<file path="config.mk">
export PLATFORM = sky130hd
export DESIGN_NAME = execute_stage
export DESIGN_NICKNAME = d
export VERILOG_FILES = /design/src/rtl/y86_pkg.sv /design/src/rtl/execute_stage_alu.sv /design/src/rtl/execute_stage.sv
export SDC_FILE = /design/constraint.sdc
export NUM_CORES = 1
export LEC_CHECK = 0
export CORE_AREA = 2 2 210 212
export DETAILED_ROUTE_END_ITERATION = 12
export DIE_AREA = 0 0 212 214
export PLACE_DENSITY = 0.76
export SLEW_MARGIN = 20
export SYNTH_ARGS = -nofsm -noshare
export SYNTH_HDL_FRONTEND = slang
export SYNTH_SLANG_ARGS = --single-unit
</file>
<file path="constraint.sdc">
create_clock -name clock -period 15.2 [get_ports clock]
set_input_delay 1.52 -clock clock [delete_from_list [all_inputs] [get_ports clock]]
set_output_delay 1.52 -clock clock [all_outputs]
set_load 0.02 [all_outputs]
</file>
<file path="src/rtl/y86_pkg.sv">
// Shared Y86-64 definitions for the execute stage: instruction, status,
// register, ALU function and condition codes, plus the E->M payload struct.
// Optional feature macro: ALU_EXT_EN (adds OPq or/shl).
package y86_pkg;

  localparam int unsigned WORD_W  = 64;
  localparam int unsigned NIB_W   = 4;
  localparam int unsigned STK_INC = 8;

  typedef logic [NIB_W-1:0]  nib_t;
  typedef logic [WORD_W-1:0] word_t;

  // Instruction codes
  localparam nib_t I_HALT   = 4'h0;
  localparam nib_t I_NOP    = 4'h1;
  localparam nib_t I_RRMOVQ = 4'h2;
  localparam nib_t I_IRMOVQ = 4'h3;
  localparam nib_t I_RMMOVQ = 4'h4;
  localparam nib_t I_MRMOVQ = 4'h5;
  localparam nib_t I_OPQ    = 4'h6;
  localparam nib_t I_JXX    = 4'h7;
  localparam nib_t I_CALL   = 4'h8;
  localparam nib_t I_RET    = 4'h9;
  localparam nib_t I_PUSHQ  = 4'hA;
  localparam nib_t I_POPQ   = 4'hB;

  // Status codes
  localparam nib_t S_AOK = 4'h1;
  localparam nib_t S_ADR = 4'h2;
  localparam nib_t S_HLT = 4'h3;
  localparam nib_t S_INS = 4'h4;

  localparam nib_t RNONE = 4'hF;

  // ALU function codes (OPq ifun)
  localparam nib_t A_ADD = 4'h0;
  localparam nib_t A_SUB = 4'h1;
  localparam nib_t A_AND = 4'h2;
  localparam nib_t A_XOR = 4'h3;
  localparam nib_t A_OR  = 4'h4;
  localparam nib_t A_SHL = 4'h5;

  // Branch / cmov condition codes (jXX/cmovXX ifun)
  localparam nib_t C_ALW = 4'h0;
  localparam nib_t C_LE  = 4'h1;
  localparam nib_t C_L   = 4'h2;
  localparam nib_t C_E   = 4'h3;
  localparam nib_t C_NE  = 4'h4;
  localparam nib_t C_GE  = 4'h5;
  localparam nib_t C_G   = 4'h6;

  typedef struct packed {
    logic zf;
    logic sf;
    logic of;
  } cc_t;

  localparam cc_t CC_RST = '{zf: 1'b1, sf: 1'b0, of: 1'b0};

  // E->M pipeline register payload
  typedef struct packed {
    nib_t  stat;
    nib_t  icode;
    logic  cnd;
    word_t val_e;
    word_t val_a;
    nib_t  dst_e;
    nib_t  dst_m;
  } m_reg_t;

  localparam m_reg_t M_BUBBLE = '{stat: S_AOK, icode: I_NOP, cnd: 1'b0,
                                  val_e: '0, val_a: '0,
                                  dst_e: RNONE, dst_m: RNONE};

  // OPq function codes the ALU implements in this build
  function automatic logic opq_fun_legal(input nib_t f);
`ifdef ALU_EXT_EN
    return (f <= A_SHL);
`else
    return (f <= A_XOR);
`endif
  endfunction

  // Branch / cmov condition from the CC register
  function automatic logic cond_eval(input cc_t cc, input nib_t f);
    logic lt;
    lt = cc.sf ^ cc.of;
    case (f)
      C_ALW:   return 1'b1;
      C_LE:    return lt | cc.zf;
      C_L:     return lt;
      C_E:     return cc.zf;
      C_NE:    return ~cc.zf;
      C_GE:    return ~lt;
      C_G:     return ~lt & ~cc.zf;
      default: return 1'b0;
    endcase
  endfunction

endpackage

</file>
<file path="src/rtl/execute_stage_alu.sv">
// Y86-64 ALU: result = b <op> a, with zero/sign/overflow flags.
// Pure combinational.
// Ports: a, b operands; fun function code; result; zf, sf, of flags.
// Optional feature macro: ALU_EXT_EN (fun 4 = or, fun 5 = b shl a[5:0]).
module alu
  import y86_pkg::*;
(
  input  logic [WORD_W-1:0] a,
  input  logic [WORD_W-1:0] b,
  input  logic [NIB_W-1:0]  fun,
  output logic [WORD_W-1:0] result,
  output logic              zf,
  output logic              sf,
  output logic              of
);

  localparam int unsigned MSB = WORD_W - 1;

  // Function select and flag generation
  always_comb begin
    result = '0;
    of     = 1'b0;
    case (fun)
      A_ADD: begin
        result = b + a;
        of     = (a[MSB] == b[MSB]) && (result[MSB] != a[MSB]);
      end
      A_SUB: begin
        result = b - a;
        of     = (a[MSB] != b[MSB]) && (result[MSB] != b[MSB]);
      end
      A_AND: result = b & a;
      A_XOR: result = b ^ a;
`ifdef ALU_EXT_EN
      A_OR:  result = b | a;
      A_SHL: result = b << a[5:0];
`endif
      default: result = '0;
    endcase
    zf = (result == '0);
    sf = result[MSB];
  end

endmodule

</file>
<file path="src/rtl/execute_stage.sv">
// Y86-64 execute stage and E->M pipeline register.
// Selects ALU operands by icode, holds the CC register, evaluates the
// branch/cmov condition and registers results into the M stage.
// Ports:
//   clock, reset (synchronous, active-high)
//   E_* : decoded instruction fields entering execute
//   M_bubble : insert a bubble into M; m_stat/W_stat : downstream status
//   e_valE, e_dstE : combinational, for decode forwarding
//   M_* : registered outputs to the memory stage
// Optional feature macro: ALU_EXT_EN (OPq or/shl become legal).
module execute_stage
  import y86_pkg::*;
(
  input  logic              clock,
  input  logic              reset,
  input  logic [NIB_W-1:0]  E_stat,
  input  logic [NIB_W-1:0]  E_icode,
  input  logic [NIB_W-1:0]  E_ifun,
  input  logic [WORD_W-1:0] E_valC,
  input  logic [WORD_W-1:0] E_valA,
  input  logic [WORD_W-1:0] E_valB,
  input  logic [NIB_W-1:0]  E_dstE,
  input  logic [NIB_W-1:0]  E_dstM,
  input  logic              M_bubble,
  input  logic [NIB_W-1:0]  m_stat,
  input  logic [NIB_W-1:0]  W_stat,
  output logic [WORD_W-1:0] e_valE,
  output logic [NIB_W-1:0]  e_dstE,
  output logic [NIB_W-1:0]  M_stat,
  output logic [NIB_W-1:0]  M_icode,
  output logic [NIB_W-1:0]  M_dstE,
  output logic [NIB_W-1:0]  M_dstM,
  output logic [WORD_W-1:0] M_valE,
  output logic [WORD_W-1:0] M_valA,
  output logic              M_Cnd
);

  word_t  alu_a;
  word_t  alu_b;
  nib_t   alu_fun;
  word_t  alu_res;
  cc_t    alu_cc;
  cc_t    cc;
  m_reg_t m_reg;
  m_reg_t m_next;
  logic   e_cnd;
  logic   instr_ok;
  logic   set_cc;

  // ALU operand and function selection
  always_comb begin
    alu_a   = '0;
    alu_b   = '0;
    alu_fun = A_ADD;
    case (E_icode)
      I_RRMOVQ: alu_a = E_valA;
      I_IRMOVQ: alu_a = E_valC;
      I_RMMOVQ, I_MRMOVQ: begin
        alu_a = E_valC;
        alu_b = E_valB;
      end
      I_OPQ: begin
        alu_a   = E_valA;
        alu_b   = E_valB;
        alu_fun = E_ifun;
      end
      I_CALL, I_PUSHQ: begin
        alu_a   = WORD_W'(STK_INC);
        alu_b   = E_valB;
        alu_fun = A_SUB;
      end
      I_RET, I_POPQ: begin
        alu_a = WORD_W'(STK_INC);
        alu_b = E_valB;
      end
      default: ;
    endcase
  end

  alu u_alu (
    .a      (alu_a),
    .b      (alu_b),
    .fun    (alu_fun),
    .result (alu_res),
    .zf     (alu_cc.zf),
    .sf     (alu_cc.sf),
    .of     (alu_cc.of)
  );

  // Legality, condition and forwarding outputs
  always_comb begin
    instr_ok = (E_icode <= I_POPQ) && !((E_icode == I_OPQ) && !opq_fun_legal(E_ifun));
    // Condition uses the registered CC, so an OPq in E never sees its own flags
    e_cnd    = cond_eval(cc, E_ifun);
    // Failed cmov suppresses the register write
    e_dstE   = ((E_icode == I_RRMOVQ) && !e_cnd) ? RNONE : E_dstE;
    e_valE   = alu_res;
    // Exceptions downstream freeze the architectural flags
    set_cc   = (E_icode == I_OPQ) && instr_ok && (E_stat == S_AOK) &&
               (m_stat == S_AOK) && (W_stat == S_AOK);
    m_next   = '{stat:  instr_ok ? E_stat : S_INS,
                 icode: E_icode,
                 cnd:   e_cnd,
                 val_e: alu_res,
                 val_a: E_valA,
                 dst_e: e_dstE,
                 dst_m: E_dstM};
  end

  // CC register and E->M pipeline register; reset dominates bubble
  always_ff @(posedge clock) begin
    if (reset) begin
      cc    <= CC_RST;
      m_reg <= M_BUBBLE;
    end else begin
      if (set_cc) cc <= alu_cc;
      m_reg <= M_bubble ? M_BUBBLE : m_next;
    end
  end

  assign M_stat  = m_reg.stat;
  assign M_icode = m_reg.icode;
  assign M_dstE  = m_reg.dst_e;
  assign M_dstM  = m_reg.dst_m;
  assign M_valE  = m_reg.val_e;
  assign M_valA  = m_reg.val_a;
  assign M_Cnd   = m_reg.cnd;

endmodule

</file>
# Yosys cells after proc, flatten, opt, wreduce, memory -nomap -nowiden
# Index checks and enable logic that the tools add are counted.
totals:
  register_bits: 148
  wordCells: 78
op_classes:
  addsub: 2
  n_lt_le_gt_ge: 2
  eq_ne: 25
  muxes: 8
  bitwise_logic: 8
  n_reduce_logical: 22
ops:
  columns: ["op", "count"]
  rows:
  - ["64-bit one-hot mux with 4 select lines", 1]
  - ["64-bit one-hot mux with 3 select lines", 1]
  - ["64-bit adder", 1]
  - ["64-bit AND", 1]
  - ["64-bit zero test", 1]
  - ["64-bit two-way mux", 1]
  - ["64-bit subtractor", 1]
  - ["64-bit XOR", 1]
  - ["4-bit by 2-bit == test with 1-bit output (second input constant)", 6]
  - ["4-bit by 3-bit == test with 1-bit output (second input constant)", 6]
  - ["4-bit by 1-bit == test with 1-bit output (second input constant)", 5]
  - ["4-bit == test (second input constant)", 4]
  - ["1-bit logical AND", 9]
  - ["4-bit zero test", 2]
  - ["4-bit one-hot mux with 2 select lines", 1]
  - ["1-bit one-hot mux with 7 select lines", 1]
  - ["7-bit OR reduction", 1]
  - ["2-bit OR reduction", 3]
  - ["3-bit OR reduction", 2]
  - ["4-bit by 2-bit <= comparator with 1-bit output (second input constant)", 1]
  - ["4-bit <= comparator (second input constant)", 1]
  - ["4-bit two-way mux", 1]
  - ["4-bit OR reduction", 1]
  - ["1-bit zero test", 3]
  - ["8 further kinds", 12]

# Longest topological paths before layout
logic_depth:
  depth_word: 9
  depth_mapped: 22

# Cells and area by module
# A second synthesis with hierarchy kept.
unflattened:
  hier_cells: 2274
  hier_area_um2: 16059.2
modules_own_cells:
  columns: ["mod", "instances", "cells_each", "area_per_inst_um2", "seq_area_each_um2"]
  rows:
  - ["alu", 1, 1738, 10583.9, 0.0]
  - ["execute_stage", 1, 536, 5475.3, 2962.8]

# Worst setup path before layout
# No wires, ideal clock.
synth_timing:
  path_type: "input port to output port"
  from: "in E_icode[1]"
  to: "out e_valE[61]"
  arrival_ns: 5.590
  slack_ns: 8.090
  path_stages: 19
  path_buffers: 4
  cell_sequence: "clkbuf_1 > nand2b_1 > a21oi_1 > clkbuf_1 > a22oi_1 > ha_1 > clkbuf_1 > inv_1 > o31ai_1 > a21bo_2 > a21oi_1 > o31ai_1 > or2_2 > a41oi_1 > o41ai_1 > mux2i_1 > a2bb2oi_1 > nand2_1 > buf_4"
synth_rtl:
  columns: ["element", "line", "source"]
  rows:
  - ["start, declared", "execute_stage.sv:17", "input logic [NIB_W-1:0] E_icode,"]
  - ["end, declared", "execute_stage.sv:27", "output logic [WORD_W-1:0] e_valE,"]

# Worst setup path in the final report
layout_timing:
  from: "in E_icode[0]"
  to: "out e_valE[59]"
layout_via:
  elab_chain_len: 5
  word_cells_on_any_way: 26
  classes_between: "add/sub (2); eq/ne (12); mux (4); bitwise (2); reduce/logical (6)"
layout_rtl:
  columns: ["element", "line", "source"]
  rows:
  - ["4-bit == test (tied with other cells)", "execute_stage.sv:55", "case (E_icode)"]
  - ["4-bit OR reduction (no line) (tied with other cells)", null, null]
  - ["64-bit one-hot mux with 3 select lines (tied with other cells)", "execute_stage.sv:55", null]
  - ["64-bit subtractor (tied with other cells)", "execute_stage_alu.sv:29", "result = b - a;"]
  - ["64-bit one-hot mux with 4 select lines *", "execute_stage_alu.sv:23", "case (fun)"]
# Every way passes the cells marked *; elsewhere a longest branch is shown, timed or not.

==> out/qor_table.md <==
| Metric | This run | Unit |
|---|---|---|
| Run status | complete, no violations | - |
| Hold-fix buffers, CTS | 0 | - |
| Maximum clock path buffer count | 2 | - |
| Drt total wl | 81370 | microns |
| Cell internal power dissipation | 0.9690 | mW |
| Peak supply drop | 0.07611 | mV |
| Total net switching power | 0.7744 | mW |
| Number of antenna violations at the first check in global routing | 0 | - |
| Sequential share of power | 23.7 | % |
| Number of global-route vias before repair | 19530 | - |
| Leading cell type in the layout, fill and taps excluded | sky130_fd_sc_hd__clkdlybuf4s50_1 | - |
| Final RePlAce weighted congestion | 1.063 | - |
| Final period utilization | 66.66 | % |
| FF-to-FF setup slack | 13.11 | ns |
| DRT antenna net count | 0 | - |
| Synth Area in XOR/XNOR | 0.8760 | % |
| Number of DRC markers after the initial detailed-route iteration | 2324 | - |
| FP Rows | 76 | - |
| Total Die Area | 45370 | sq um |
| Minimum setup slack in the final design | 5.068 | ns |
| Number of buffer cells added on primary ports | 435 | - |
| Reg2reg path depth | 7 | - |
| Maximum fanout along the worst path | 40 | - |
| Ports placed on the boundary | 436 | - |
| Syn. warnings | 0 | - |
| CP max-delay cell | sky130_fd_sc_hd__a211oi_1 | - |
| H-Tree Level Count | 4 | - |
| RSZ-0062 raised after global routing | no | - |
| Largest net degree at the start of global routing | 82 | - |
| Relative slew margins | 23.32 | % |
| Residual DRC | 0 | - |
| Unique cell type count in the Yosys netlist | 108 | - |
| Clock tree from TritonCTS | built | - |
| Cell at the root of the clock tree | sky130_fd_sc_hd__clkbuf_16 | - |
| Critical register-to-register path startpoint | cc[0] | - |
| Fraction of final layout cells sized beyond drive strength 1 | 5.111 | % |
| Complex-gate fraction of the synthesized area | 31.81 | % |
| Dominant combinational cell family by area after synthesis | compound AO/OA/AOI/OAI gates | - |
| Detailed-route vias per instance | 6.253 | - |
| Main flop type after synthesis | sky130_fd_sc_hd__dfxtp_1 | - |
| Worst path max stage delay | 0.78 | ns |
| Global route total overflow | 0 | - |
| Endpoints failing hold | 0 | - |
| Proportion of power drawn by the clock network | 25.4 | % |
| Crit path to | e_valE[59] | - |
| Cell-by-cell trace of the critical path | clkdlybuf4s50_1 -> nand2b_1 -> nor2_4 -> buf_4 -> a22oi_1 -> ha_1 -> nor2b_1 -> o21ai_0 -> buf_4 -> a2111oi_2 -> o311ai_2 -> a211oi_1 -> o21ai_1 -> o21ai_0 -> a21oi_1 -> xnor2_1 -> o21ai_0 -> clkdlybuf4s50_1 | - |
| Post-Synth Adder-Cell Area | 9.658 | % |
| Cell count after synthesis | 2380 | - |
| Area of the placeable core | 42890 | sq um |
| Max_cap viols | 0 | - |
| Worst setup path startpoint | E_icode[0] | - |
| Final instance count without filler cells | 3247 | - |
| Number of synthesized flops with an enable pin | 0 | - |
| Proportion of synthesized flip-flops having asynchronous set or reset | 0 | % |
| Final Net Count | 3001 | - |
| Number of sinks driven by the clock tree | 148 | - |
| Setup violation total in the final timing report | 0 | - |
| Critical path class | in2out | - |
| Total of flip-flops plus latches after synthesis | 148 | - |
| Most repeated library cell on the critical path | sky130_fd_sc_hd__o21ai_0 | - |
| Worst Skew | 0.006866 | ns |
| Final design instance area without fill | 21800 | sq um |
| Register clock-pin slew on the reported worst setup and hold paths | 0.07 | ns |
| Starting density of the core | 39.63 | % |
| Finished Core Util | 50.84 | % |
| Post-Route Setup TNS | 0 | ns |
| Avg Inst Size Synth | 7.142 | sq um |
| Number of buffers added by the clock tree synthesis step | 17 | - |
| First-pass detailed-route iteration total | 6 | - |
| Area growth from synthesis to layout | 28.28 | % |
| Worst-margin pin slew | 1.150 | ns |
| Class of the tightest hold or removal check | reg2reg | - |
| Cell count after placement | 3214 | - |
| Leading cell types in the layout, fill and taps excluded | sky130_fd_sc_hd__clkdlybuf4s50_1 (435), sky130_fd_sc_hd__a21oi_1 (211), sky130_fd_sc_hd__nand2_1 (169), sky130_fd_sc_hd__nor2_1 (168), sky130_fd_sc_hd__inv_1 (156) | - |
| Setup slack after placement | 5.254 | ns |
| Number of setup buffers added after CTS | 0 | - |
| Cells resized by post-CTS repair | 0 | - |
| Type of element launching the critical path | primary input | - |
| Req. time, crit path | 13.68 | ns |
| Total placed instance area | 21200 | sq um |
| Slew Viols, Final | 0 | - |
| Die Wd | 212 | microns |
| Register area share after synthesis | 17.43 | % |
| Total standard cell area after synthesis | 17000 | sq um |
| Chip height | 214 | microns |
| Clock latency on the worst-skew pair | 0.50 | ns |
| Final critical-path required period | 10.13 | ns |
| Data arrival time of the worst path | 8.61 | ns |
| Critical register-to-register path endpoint | M_dstE[2] | - |
| Post-DP HPWL | 63190 | microns |
| Fraction of the mapped netlist area in simple logic gates | 28.37 | % |
| Nature of the critical path endpoint | output pin | - |
| All-layer global routing usage | 34.76 | % |
| Fmax | 98.70 | MHz |
| Average detailed-routed wire length per instance | 25.06 | microns |
| Leakage power | 9.185 | nW |
| Routed vias | 20310 | - |
| Share of cell area taken by muxes after synthesis | 1.612 | % |
| Part of the total power dissipated in combinational logic | 50.9 | % |
| Power density of the placed cells | 79.96 | nW/um^2 |
| Net count of the mapped netlist | 2733 | - |
| Switching share of total power | 44.42 | % |
| Wire length of the first global-routing pass | 120900 | microns |
## area by class of cell
| class | count | area, sq um |
|---|---|---|
| well taps | 585 | 732.0 |
| flip-flops and latches | 148 | 2963 |
| diodes | 1 | 2.502 |
| repair buffers | 456 | 4512 |
| fillers | 4244 | 21080 |
| inverters | 161 | 609.3 |
| clock inverters | 15 | 178.9 |
| multi-input cells | 1864 | 12380 |
| clock buffers | 17 | 425.4 |
## cells by family after synthesis
family          count (synthesis)
flops                         148
xor+xnor                       17
fa+ha+maj                     130
buf+inv                       368
compound gates                789
mux                            27
simple gates                  901
## stage by stage
step	hold slack [ns]	power, mW
floorplan	0.4601	0.9730
global placement	0.4940	1.282
detailed placement	0.5119	1.283
CTS	0.5247	1.735
global route	0.5530	1.818
finish	0.5228	1.743
## critical path, delay by kind of cell
| family | cells | cell delay, ns |
|---|---|---|
| AND/OR/NAND/NOR | 3 | 1.11 |
| XOR/XNOR | 1 | 0.12 |
| buffers and inverters | 4 | 2.12 |
| AO/OA/AOI/OAI | 9 | 3.28 |
| adder cells (fa/ha/maj) | 1 | 0.43 |
## sequential cells by signal, summed over array words and instances, names as in the netlist
name,cells
M_Cnd,1
M_dstE,4
M_dstM,4
M_icode,4
M_stat,4
M_valA,64
M_valE,64
cc,3
## cell usage after synthesis, types with 20 or more instances
library cell               instances  area share, %
sky130_fd_sc_hd__and3_1           21           0.77
sky130_fd_sc_hd__clkbuf_1        108            2.4
sky130_fd_sc_hd__nor3_1           54            1.6
sky130_fd_sc_hd__o21a_1           20           0.88
sky130_fd_sc_hd__inv_1           156            3.4
sky130_fd_sc_hd__nand2b_1         25           0.92
sky130_fd_sc_hd__a21o_1           31            1.4
sky130_fd_sc_hd__ha_1            128            9.4
sky130_fd_sc_hd__o21ai_0         103            3.0
sky130_fd_sc_hd__a211oi_1         29            1.3
sky130_fd_sc_hd__or3_1            24           0.88
sky130_fd_sc_hd__nor2_1          173            3.8
sky130_fd_sc_hd__o31ai_1          36            1.6
sky130_fd_sc_hd__dfxtp_1         148             17
sky130_fd_sc_hd__nor4_1           46            1.7
sky130_fd_sc_hd__nand4_1          32            1.2
sky130_fd_sc_hd__buf_4            71            3.1
sky130_fd_sc_hd__a31oi_1          34            1.3
sky130_fd_sc_hd__o211ai_1         36            1.6
sky130_fd_sc_hd__nor2b_1         103            3.8
sky130_fd_sc_hd__a22oi_1          72            3.2
sky130_fd_sc_hd__and2_1          117            4.3
sky130_fd_sc_hd__nand2_1         170            3.8
sky130_fd_sc_hd__or2_2            20           0.74
sky130_fd_sc_hd__a21oi_1         215            6.3
sky130_fd_sc_hd__nand3_1          48            1.4
sky130_fd_sc_hd__mux2i_1          24            1.4
## worst min-delay path by stage
| stage | startpoint | end | slack [ns] | cells past startpoint |
|---|---|---|---|---|
| floorplan | cc[2] | cc[2] | 0.46 | 2 |
| global placement | cc[1] | cc[1] | 0.49 | 2 |
| detailed placement | cc[0] | cc[0] | 0.51 | 2 |
| CTS | cc[0] | cc[0] | 0.52 | 2 |
| global route | cc[0] | cc[0] | 0.55 | 2 |
| finish | cc[0] | cc[0] | 0.52 | 2 |
## routing by layer
metal	track usage, %	wire length [microns]	up-vias	part of all wire, %
li1	-	-	9203	-
met1	42.96	32560	9628	40
met2	57.08	37340	1206	46
met3	7.887	7511	268	9.2
met4	16.03	3957	0	4.9
met5	0	0	-	0
## power groups by stage
stage	sequential, mW	clock, mW	combinational (mW)
3_5_place_dp	0.422	0	0.861
6_report	0.413	0.443	0.887
4_1_cts	0.413	0.455	0.866
3_3_place_gp	0.421	0	0.860
5_1_grt	0.414	0.466	0.937
2_1_floorplan	0.448	0	0.525
Power figures use the tool's default switching activity.
